===== config.mk =====
export PLATFORM = sky130hd
export DESIGN_NAME = seg7_view
export DESIGN_NICKNAME = d
export VERILOG_FILES = /design/src/rtl/seg7_view.sv
export SDC_FILE = /design/constraint.sdc
export NUM_CORES = 1
export LEC_CHECK = 0
export ABC_AREA = 1
export ABC_CLOCK_PERIOD_IN_PS = 1600
export BUFFER_PORTS_ARGS = -buffer_cell sky130_fd_sc_hd__buf_2
export CORE_MARGIN = 2
export CORE_UTILIZATION = 40
export CTS_CLUSTER_SIZE = 12
export DETAILED_ROUTE_END_ITERATION = 16
export HOLD_SLACK_MARGIN = 0.02
export PLACE_DENSITY = 0.62
export SYNTH_ARGS = -nofsm -noshare
export SYNTH_HDL_FRONTEND = slang
export SYNTH_SLANG_ARGS = --single-unit

===== constraint.sdc =====
create_clock -name CLK -period 1.6 [get_ports CLK]
set_input_delay 0.24 -clock CLK [delete_from_list [all_inputs] [get_ports CLK]]
set_output_delay 0.24 -clock CLK [all_outputs]
set_load 0.01 [all_outputs]

===== src/rtl/seg7_view.sv =====
// Debug display stage: samples the selected debug word and selection LEDs at a
// slow tick, with a debounced freeze key, onto six active-low 7-segment digits.
module seg7_view #(
    parameter int TICK_CYCLES = 5000000,
    parameter int DB_CYCLES   = 1000000,
    parameter bit LZB         = 1'b0
) (
    input  logic        CLK,
    input  logic        RST_X,
    input  logic [31:0] Vdata,
    input  logic [4:0]  SEL_LED,
    input  logic        HOLD_KEY,
    output logic [6:0]  HEX0,
    output logic [6:0]  HEX1,
    output logic [6:0]  HEX2,
    output logic [6:0]  HEX3,
    output logic [6:0]  HEX4,
    output logic [6:0]  HEX5,
    output logic        HOLD
);
    localparam int TW = (TICK_CYCLES > 1) ? $clog2(TICK_CYCLES) : 1;
    localparam int DW = $clog2(DB_CYCLES + 1);
    localparam logic [TW-1:0] TICK_LAST = TW'(TICK_CYCLES - 1);
    localparam logic [DW-1:0] DB_LAST   = DW'(DB_CYCLES - 1);
    localparam logic [6:0] SEG_BLANK = 7'h7F;
    localparam logic [6:0] SEG_E     = 7'h06;
    localparam logic [6:0] SEG_H     = 7'h09;

    function automatic logic [6:0] hex_seg(input logic [3:0] nib);
        logic [6:0] seg;
        case (nib)
            4'h0:    seg = 7'h40;
            4'h1:    seg = 7'h79;
            4'h2:    seg = 7'h24;
            4'h3:    seg = 7'h30;
            4'h4:    seg = 7'h19;
            4'h5:    seg = 7'h12;
            4'h6:    seg = 7'h02;
            4'h7:    seg = 7'h78;
            4'h8:    seg = 7'h00;
            4'h9:    seg = 7'h10;
            4'hA:    seg = 7'h08;
            4'hB:    seg = 7'h03;
            4'hC:    seg = 7'h46;
            4'hD:    seg = 7'h21;
            4'hE:    seg = 7'h06;
            4'hF:    seg = 7'h0E;
            default: seg = 7'h7F;
        endcase
        return seg;
    endfunction

    // Anything that is not exactly one-hot (including all-ones and zero) shows E.
    function automatic logic [6:0] sel_seg(input logic [4:0] sel);
        logic [6:0] seg;
        case (sel)
            5'b00001: seg = hex_seg(4'h0);
            5'b00010: seg = hex_seg(4'h1);
            5'b00100: seg = hex_seg(4'h2);
            5'b01000: seg = hex_seg(4'h3);
            5'b10000: seg = hex_seg(4'h4);
            default:  seg = SEG_E;
        endcase
        return seg;
    endfunction

    logic [TW-1:0] tick_cnt_q, tick_cnt_d;
    logic          tick_s;
    logic          key_meta_q, key_sync_q;
    logic [DW-1:0] db_cnt_q, db_cnt_d;
    logic          db_state_q, db_state_d;
    logic          press_q, press_d;
    logic          hold_q, hold_d;
    logic          capture_s;
    logic [15:0]   shadow_data_q, shadow_data_d;
    logic [4:0]    shadow_sel_q, shadow_sel_d;
    logic          shown_q, shown_d;
    logic          blank3_s, blank2_s, blank1_s;
    logic [6:0]    hex0_q, hex1_q, hex2_q, hex3_q, hex4_q, hex5_q;
    logic [6:0]    hex0_d, hex1_d, hex2_d, hex3_d, hex4_d, hex5_d;

    wire unused_vdata_s = &{1'b0, Vdata[31:16]};

    // Tick generation, key debounce, hold toggle and capture next-state
    always_comb begin
        tick_s        = (tick_cnt_q == TICK_LAST);
        tick_cnt_d    = tick_s ? '0 : tick_cnt_q + TW'(1);
        db_cnt_d      = db_cnt_q;
        db_state_d    = db_state_q;
        if (key_sync_q == db_state_q) begin
            db_cnt_d = '0;
        end else if (db_cnt_q == DB_LAST) begin
            db_state_d = key_sync_q;
            db_cnt_d   = '0;
        end else begin
            db_cnt_d = db_cnt_q + DW'(1);
        end
        press_d       = db_state_q & ~db_state_d;
        hold_d        = press_q ? ~hold_q : hold_q;
        capture_s     = ~hold_q & (tick_s | (SEL_LED != shadow_sel_q));
        shadow_data_d = shadow_data_q;
        shadow_sel_d  = shadow_sel_q;
        shown_d       = shown_q;
        if (capture_s) begin
            shadow_data_d = Vdata[15:0];
            shadow_sel_d  = SEL_LED;
            shown_d       = 1'b1;
        end else begin
            shown_d       = shown_q;
        end
    end

    // Decode of the shadowed word; blank until the first capture after reset
    always_comb begin
        blank3_s = LZB && (shadow_data_q[15:12] == 4'h0);
        blank2_s = blank3_s && (shadow_data_q[11:8] == 4'h0);
        blank1_s = blank2_s && (shadow_data_q[7:4] == 4'h0);
        hex0_d   = SEG_BLANK;
        hex1_d   = SEG_BLANK;
        hex2_d   = SEG_BLANK;
        hex3_d   = SEG_BLANK;
        hex4_d   = SEG_BLANK;
        if (shown_q) begin
            hex0_d = hex_seg(shadow_data_q[3:0]);
            hex1_d = blank1_s ? SEG_BLANK : hex_seg(shadow_data_q[7:4]);
            hex2_d = blank2_s ? SEG_BLANK : hex_seg(shadow_data_q[11:8]);
            hex3_d = blank3_s ? SEG_BLANK : hex_seg(shadow_data_q[15:12]);
            hex4_d = sel_seg(shadow_sel_q);
        end else begin
            hex4_d = SEG_BLANK;
        end
        hex5_d = hold_q ? SEG_H : SEG_BLANK;
    end

    // The key synchronizer and debounced level idle high (released)
    always_ff @(posedge CLK or negedge RST_X) begin
        if (!RST_X) begin
            tick_cnt_q    <= '0;
            key_meta_q    <= 1'b1;
            key_sync_q    <= 1'b1;
            db_cnt_q      <= '0;
            db_state_q    <= 1'b1;
            press_q       <= 1'b0;
            hold_q        <= 1'b0;
            shadow_data_q <= 16'h0000;
            shadow_sel_q  <= 5'b00000;
            shown_q       <= 1'b0;
            hex0_q        <= SEG_BLANK;
            hex1_q        <= SEG_BLANK;
            hex2_q        <= SEG_BLANK;
            hex3_q        <= SEG_BLANK;
            hex4_q        <= SEG_BLANK;
            hex5_q        <= SEG_BLANK;
        end else begin
            tick_cnt_q    <= tick_cnt_d;
            key_meta_q    <= HOLD_KEY;
            key_sync_q    <= key_meta_q;
            db_cnt_q      <= db_cnt_d;
            db_state_q    <= db_state_d;
            press_q       <= press_d;
            hold_q        <= hold_d;
            shadow_data_q <= shadow_data_d;
            shadow_sel_q  <= shadow_sel_d;
            shown_q       <= shown_d;
            hex0_q        <= hex0_d;
            hex1_q        <= hex1_d;
            hex2_q        <= hex2_d;
            hex3_q        <= hex3_d;
            hex4_q        <= hex4_d;
            hex5_q        <= hex5_d;
        end
    end

    assign HEX0 = hex0_q;
    assign HEX1 = hex1_q;
    assign HEX2 = hex2_q;
    assign HEX3 = hex3_q;
    assign HEX4 = hex4_q;
    assign HEX5 = hex5_q;
    assign HOLD = hold_q;

endmodule


# Word-level counts from Yosys, hierarchy flattened
# Memories as Yosys holds them, arrays and structs flattened.
# Cells that the tools add are included.
dict set report totals {
  ff_bits 112
  latchBits 0
  mem_bits_rw 0
  mem_bits_ro 448
  input_bits 40
  output_inout_bits 43
  word_cells 48
  memories 4
}
# name depth word_bits rd rd_clocked_by_memory_dff write_ports line
set mem_list {}
lappend mem_list {{(no name shown)} 16 7 1 0 0 31} ;# case (nib)
lappend mem_list {{(no name shown)} 16 7 1 0 0 31}
lappend mem_list {{(no name shown)} 16 7 1 0 0 31}
lappend mem_list {{(no name shown)} 16 7 1 0 0 31}
dict set report op_classes {
  addsub 2
  mul 0
  div_mod_pow 0
  n_lt_le_gt_ge 0
  n_eq_ne 9
  shift 0
  mux 12
  n_bitwise 5
  n_reduce_logical 0
}
# operator n
set op_table {}
lappend op_table {{$mux W7} 6}
lappend op_table {{$mux W20} 2}
lappend op_table {{$pmux W7 S5} 1}
lappend op_table {{$add A23 B1 Y23 const B} 1}
lappend op_table {{$eq A23 B23 Y1 const B} 1}
lappend op_table {{$mux W23} 1}
lappend op_table {{$add A20 B1 Y20 const B} 1}
lappend op_table {{$eq A20 B20 Y1 const B} 1}
lappend op_table {{$eq A5 B1 Y1 const B} 1}
lappend op_table {{$eq A5 B2 Y1 const B} 1}
lappend op_table {{$eq A5 B3 Y1 const B} 1}
lappend op_table {{$eq A5 B4 Y1 const B} 1}
lappend op_table {{$eq A5 B5 Y1 const B} 1}
lappend op_table {{$ne A5 B5 Y1} 1}
lappend op_table {{$and A1 B1 Y1} 2}
lappend op_table {{$mux W1} 2}
lappend op_table {{$not A1 Y1} 2}
lappend op_table {{$eq A1 B1 Y1} 1}
lappend op_table {{$or A1 B1 Y1} 1}

# Longest topological paths before layout
# Gate-level depths: netlist (run 1).
dict set report depth {
  depth_word 5
  depth_mapped 11
  mapped_depth_nobuf 10
}

# Worst setup path after synthesis (run 1)
# OpenSTA, ideal clock, no wires.
dict set report synth_timing {
  path_type {reg-to-reg}
  start {reg tick_cnt_q[0]}
  end {reg shadow_data_q[2]}
  setup_time_ps 117
  arrival_ps 1310
  t_required_ps 1483
  setup_slack_ps 173
  stages_incl_launch_ff 10
  path_buffers 1
  synth_period_minus_slack_ps 1427
  cell_sequence {dfrtp_1 -> ha_1 -> nand3_2 -> nor2_1 -> nand3_2 -> nand2_2 -> nand2_2 -> buf_6 -> nand2_1 -> nand2_1}
}
dict set report synth_via {
  elab_chain_cells 3
}
# item line
set synth_lines {}
lappend synth_lines {{start, declared} 67} ;# logic [TW-1:0] tick_cnt_q, tick_cnt_d;
lappend synth_lines {{start signal, assigned} 155} ;# tick_cnt_q <= tick_cnt_d;
lappend synth_lines {{$eq A23 B23 Y1} 86} ;# tick_s = (tick_cnt_q == TICK_LAST);
lappend synth_lines {{$or A1 B1 Y1} 100} ;# capture_s = ~hold_q & (tick_s | (SEL_LED != shadow_sel_q));
lappend synth_lines {{$and A1 B1 Y1} 100}
lappend synth_lines {{end signal, assigned} 162} ;# shadow_data_q <= shadow_data_d;
lappend synth_lines {{end, declared} 75} ;# logic [15:0] shadow_data_q, shadow_data_d;
# Every way passes these cells.
# A chain may end at the register's enable or synchronous reset.

# Final worst setup path (run 1)
dict set report layout_timing {
  start {reg tick_cnt_q[6]}
  end {reg shadow_sel_q[2]}
}
dict set report layout_via {
  elab_chain_cells 3
}
# item line
set layout_lines {}
lappend layout_lines {{$eq A23 B23 Y1} 86}
lappend layout_lines {{$or A1 B1 Y1} 100}
lappend layout_lines {{$and A1 B1 Y1} 100}
lappend layout_lines {{end signal, assigned} 163} ;# shadow_sel_q <= shadow_sel_d;
lappend layout_lines {{end, declared} 76} ;# logic [4:0] shadow_sel_q, shadow_sel_d;
# Every way passes these cells.

==> results of run 1 <==
-- sequential cells by signal, indices dropped and copies added (netlist names), 5 cells and up --
signal,cells
HEX4,6
tick_cnt_q,23
shadow_sel_q,5
HEX0,7
shadow_data_q,16
HEX1,7
HEX3,7
db_cnt_q,20
HEX2,7
-- placed cells by master, fill, tap and decap left out, drive strengths merged, types with 5 or more instances in the layout --
cell / count
buf: 86
xnor2: 5
nand4: 11
a21oi: 17
clkbuf: 12
dfrtp: 67
ha: 26
o21ai: 24
nor2: 81
o211ai: 6
xor2: 16
dfstp: 38
a31oi: 5
nand3: 85
nor3: 15
inv: 87
nand2: 152
-- area by class of cell --
cell class | count | area (µm²) | area share
Inverter | 86 | 322.8 | 0.04905
Clock buffer | 11 | 264.0 | 0.04011
Tap cell | 176 | 220.2 | 0.03346
Sequential cell | 105 | 2676 | 0.4067
Timing Repair Buffer | 89 | 569.3 | 0.08650
Clock inverter | 5 | 42.54 | 0.006464
Multi-Input combinational cell | 458 | 2486 | 0.3778
-- how the worst min path moves through the flow --
stage | end | start | slack (ps)
after detailed placement | shadow_data_q[3] | RST_X | 190
after floorplan | HOLD | RST_X | -60
after global routing | shadow_data_q[11] | Vdata[11] | 120
after CTS | shadow_data_q[3] | Vdata[3] | 110
after global placement | shadow_data_q[2] | RST_X | 180
final | shadow_data_q[3] | Vdata[3] | 120
-- per-layer routing --
layer  share of wire  global-route usage  up-vias
met3           0.044             0.04182       13
met4           0.014             0.04670        0
met1            0.46              0.2195     2151
met5               0                   0        -
met2            0.48              0.2893      101
li1                -                   -     2298
-- power by group through the flow --
| stage | combinational, µW | clock [µW] | sequential (µW) |
|---|---|---|---|
| 2_1_floorplan | 390 | 0 | 3090 |
| 6_report | 733 | 2230 | 3020 |
| 3_5_place_dp | 713 | 0 | 3070 |
| 4_1_cts | 724 | 2310 | 3020 |
| 3_3_place_gp | 702 | 0 | 3070 |
| 5_1_grt | 845 | 2430 | 3050 |
-- critical path, cell delays in order (launching register included) --
cell and delay [ps]:
dfrtp_1 440, nor2_1 120, nand2_1 70, nor2_1 200
nand3_4 140, nand2_8 140, nand2_4 130, nand2_1 110
nand2_1 50
-- cells by family after synthesis --
| group | share of synthesized area |
|---|---|
| AND/OR/NAND/NOR | 0.2719 |
| buffers and inverters | 0.08405 |
| flip-flops | 0.4857 |
| AO/OA/AOI/OAI | 0.06520 |
| adder cells (fa/ha/maj) | 0.05906 |
| XOR/XNOR | 0.03339 |
| other | 0.0006809 |
-- stage by stage --
| step | total power (µW) | setup TNS, ps | std cells | util |
|---|---|---|---|---|
| finish | 5984 | 0 | 930 | 0.4931 |
| global route | 6327 | -49.55 | 930 | 0.4931 |
| CTS | 6060 | 0 | 927 | 0.4831 |
| detailed placement | 3784 | -2789 | 909 | 0.4573 |
| global placement | 3769 | -1482 | 909 | 0.4573 |
| floorplan | 3482 | 0 | 671 | - |
-- repair_timing --
item	in CTS	in global routing
endpoints found under the setup margin	22	33
cloned	0	3
hold buffers	2	0
endpoints found under the hold margin	20	0
pin swaps	0	2
gates resized for setup	3	19
==> metrics, run 1 <==
sequential share of power=0.505; Ports=just over 80; fin worst setup slack=around 82 ps; Distinct cells, synth=33; main flop type after synthesis=dfrtp_1; EDFF count, synth=0; Worst-path clk slew=about 70 ps; FF-to-FF End=shadow_sel_q[2]; Overall Global Routing Usage=0.1714; nets=815; antenna cells=0; hold path cells=3; Area after DPL=just over 0.006 mm²; unrepaired setup endpoints after global routing=true; minimum clock period=about 1500 ps; first-pass GRT wire length=approximately 20 mm; drt initial violations=249; Worst EP arrival=1770 ps; DR vias=between 4k and 5k; row cnt=42; DRT Pass-1 Iters=5; hpwl dp=8.457 mm; CTS tree=done; reg2reg start=tick_cnt_q[6]; fill count=1,262; R2R depth=8; final wirelength=~12 mm; total CTS buffers=9; drc violations=0; sequential element share of the synthesized area=0.4857; initial antenna violation count=0; Initial Util=0.4126; number of max-cap violations=0; RD Place Congestion=0.8836; Synth Warn #=0; CP max FO=11; crit path from=tick_cnt_q[6]; vias in the first global route=~4.5k; area share of the largest cell type after synthesis=0.3044; Finish-stage setup viols=0; sw frac=0.2639; sw power=~1600 µW; CP Capture Point=shadow_sel_q[2]; Combinational Power Share=0.122; DIE HEIGHT=121.3 µm; pwr/cell area=~910 mW/mm²; WS Path Type=register to register; internal power=4405 µW; mean post-synth cell area=8.221 µm²; fin crit share=0.9489; share of cells above drive strength 1=0.2215; clock power share=0.372; Post-synth top cells=nand2_1 (148), inv_1 (82), nand3_1 (82), nor2_1 (77), dfrtp_1 (67); area leader, netlist=dfrtp_1; fin. max-slew vios=0; pin count of the biggest net entering global routing=between 40 and 50; count of final hold-check violations=0; worst hold path type=primary input to register; main area contributors after synthesis=dfrtp_1 (30%), dfstp_2 (18%), nand2_1 (10%), nand3_1 (7.5%), ha_1 (5.9%); final instance area=between 0.006 and 0.007 mm²; Seq cells post-synth=between 100 and 150; dpl ws=-147.5 ps; buffers added on ports=64; status=finished, final reports clean; CP Data Required Time=between 1500 and 2000 ps; Synth Instances=670; H-tree levels=3; TritonCTS Sinks=roughly 110; Worst Clk Skew=a little under 9 ps; DRT antenna net count=0; DR WL/cell=about 13 µm; Layout area overhead=19.49%; die area=0.01472 mm²; Die Width=roughly 120 µm; hold_ws=between 100 and 150 ps; Clock Latency Late Sink=around 350 ps; CP endpoint kind=register; most common cell in the netlist=nand2_1; Worst R2R Setup Slack=80 ps; Async SR Flop Fraction=1.000; Worst setup SP type=register; Fmax achieved=658.7 MHz; root buffer cell=clkbuf_16; clk buf depth=2; GRT overflow=0; Max VDD drop=0.4464 mV; post-CTS setup buffer count=0; vias per cell=4.906; Leakage Power=0.003281 µW; core area=between 0.01 and 0.015 mm²; mapped cell area=0.005508 mm²
No activity file was read; power rests on OpenSTA's default activity.
==> run 2, diff against run 1 <==
==> constraint.sdc (replaced) <==
create_clock -name CLK -period 1.6 [get_ports CLK]
set_input_delay 0 -clock CLK [delete_from_list [all_inputs] [get_ports CLK]]
set_output_delay 0 -clock CLK [all_outputs]
set_load 0.01 [all_outputs]
==> run 2 against run 1 <==
Hold slack improved by 40 ps; first-iteration DRC count increased by 19%; sequential share of layout area is 0.70 points lower; core utilization up 0.86 points.
==> metrics, run 2 (synthesis gave the netlist of run 1 again) <==
antenna cells=0; Max transition margin=0.6593; H-tree levels=3; DR vias=about 4.7k; Biggest register=tick_cnt_q; share of cells above drive strength 1=0.2088; pwr/cell area=about 900 mW/mm²; row cnt=42; final instance area=0.006696 mm²; nets=between 800 and 900; Fin Setup TNS=0 ps; Leakage Power=~0.0033 µW; Overall Global Routing Usage=0.1782; vias per cell=4.911; CP endpoint kind=register; Ports=between 80 and 90; final wirelength=between 10 and 15 mm; fin. max-slew vios=0; vias in the first global route=around 4.6k; status=finished, final reports clean; number of max-cap violations=0; minimum clock period=roughly 1500 ps; buffers added on ports=64; Worst R2R Setup Slack=around 110 ps; post-route insts no fill=roughly 950; core area=0.01335 mm²; TritonCTS Sinks=about 110; most frequent cells in the layout=nand2_1 (146), inv_1 (82), nand3_1 (81), nor2_1 (73), dfrtp_1 (66); GRT overflow=0; CP Data Required Time=between 1500 and 2000 ps; placed insts=908; total CTS buffers=9; first-pass GRT wire length=~21 mm; Layout area overhead=21.58%; Fmax achieved=between 600 and 700 MHz; slew of the pin with the lowest slew margin=between 500 and 600 ps; Worst Clk Skew=~9.9 ps; Worst EP arrival=~1800 ps; Worst-path clk slew=around 70 ps; drc violations=0; R2R depth=7; Max VDD drop=0.6418 mV; Clock Latency Late Sink=350 ps; CP max FO=5; hpwl dp=about 8.6 mm; CTS tree=done; Die Width=between 100 and 150 µm; DR WL/cell=~13 µm; fin crit share=0.9332; Finish-stage setup viols=0; pin count of the biggest net entering global routing=39; top flop regs=tick_cnt_q: 23 flops, db_cnt_q: 20 flops, shadow_data_q: 16 flops; Initial Util=0.4126; Worst setup SP type=register; clk buf depth=2; commonest non-fill, non-tap cell in the layout=nand2_1; count of final hold-check violations=0; initial antenna violation count=0; worst hold path type=primary input to asynchronous set/reset pin; Area after DPL=0.006097 mm²; drt initial violations=296; RD Place Congestion=a little over 0.9; DRT antenna net count=0; Largest register FFs=23; DRT Pass-1 Iters=4; WS Path Type=register to register; DIE HEIGHT=121.3 µm; die area=~0.015 mm²; root buffer cell=clkbuf_16
## run 2: cell types whose count changed in the layout (fill, tap and decap cells not counted), sizes merged
cell | previous run | this run
dlygate4sd3 | 2 | 23
nand2 | 152 | 150
buf | 86 | 85
bufinv | 0 | 1
clkinv | 4 | 3
inv | 87 | 86
## run 2: critical path, stage by stage (launching register included)
cell,delay [ps]
dfrtp_1,430
nand2_1,90
nor2_2,190
nand2_1,170
nor2_4,150
nand2_1,60
nor2_1,160
xor2_1,170
## run 2: routing by layer
metal	GRT usage	vias to the layer above	part of all wire
li1	-	2328	-
met1	0.2328	2185	0.45
met2	0.2925	121	0.48
met3	0.02820	17	0.044
met4	0.07830	0	0.020
met5	0	-	0
## run 2: power by group
part           switching, µW  internal [µW]  total (µW)
Combinational            447            314         761
Sequential               123           2900        3030
Clock                    954           1310        2260
## run 2: stage by stage
step	utilization	setup slack, ps	hold WS, ps	power, µW
after CTS	0.4974	32.87	170.3	6139
after global routing	0.5017	-3.322	207.6	6394
after floorplan	-	173.1	-295.6	3482
after global placement	0.4568	2.643	6.115	3765
after detailed placement	0.4568	-89.70	7.150	3790
final	0.5017	106.8	159.6	6051
## run 2: path summary, 6_finish.rpt
check,start,end
max,tick_cnt_q[2],tick_cnt_q[21]
max reg2reg,tick_cnt_q[2],tick_cnt_q[21]
min in group CLK,HOLD_KEY,key_meta_q
min,RST_X,shadow_data_q[12]
max in group asynchronous,RST_X,key_sync_q
min reg2reg,key_meta_q,key_sync_q
## run 2: cell type report
type | count | area [µm²]
inverter | 86 | 322.8
timing repair buffer | 108 | 743.2
multi-input combinational | 456 | 2427
sequential | 105 | 2676
clock buffer | 12 | 257.7
tap | 176 | 220.2
fill | 1244 | 6651
clock inverter | 4 | 48.80
## run 2: repair_timing
item | 4_1_cts | 5_1_grt
buffers inserted | 0 | 0
gates resized for setup | 1 | 15
hold buffers | 23 | 0
hold endpoints to repair | 58 | 0
setup endpoints to repair | 21 | 28
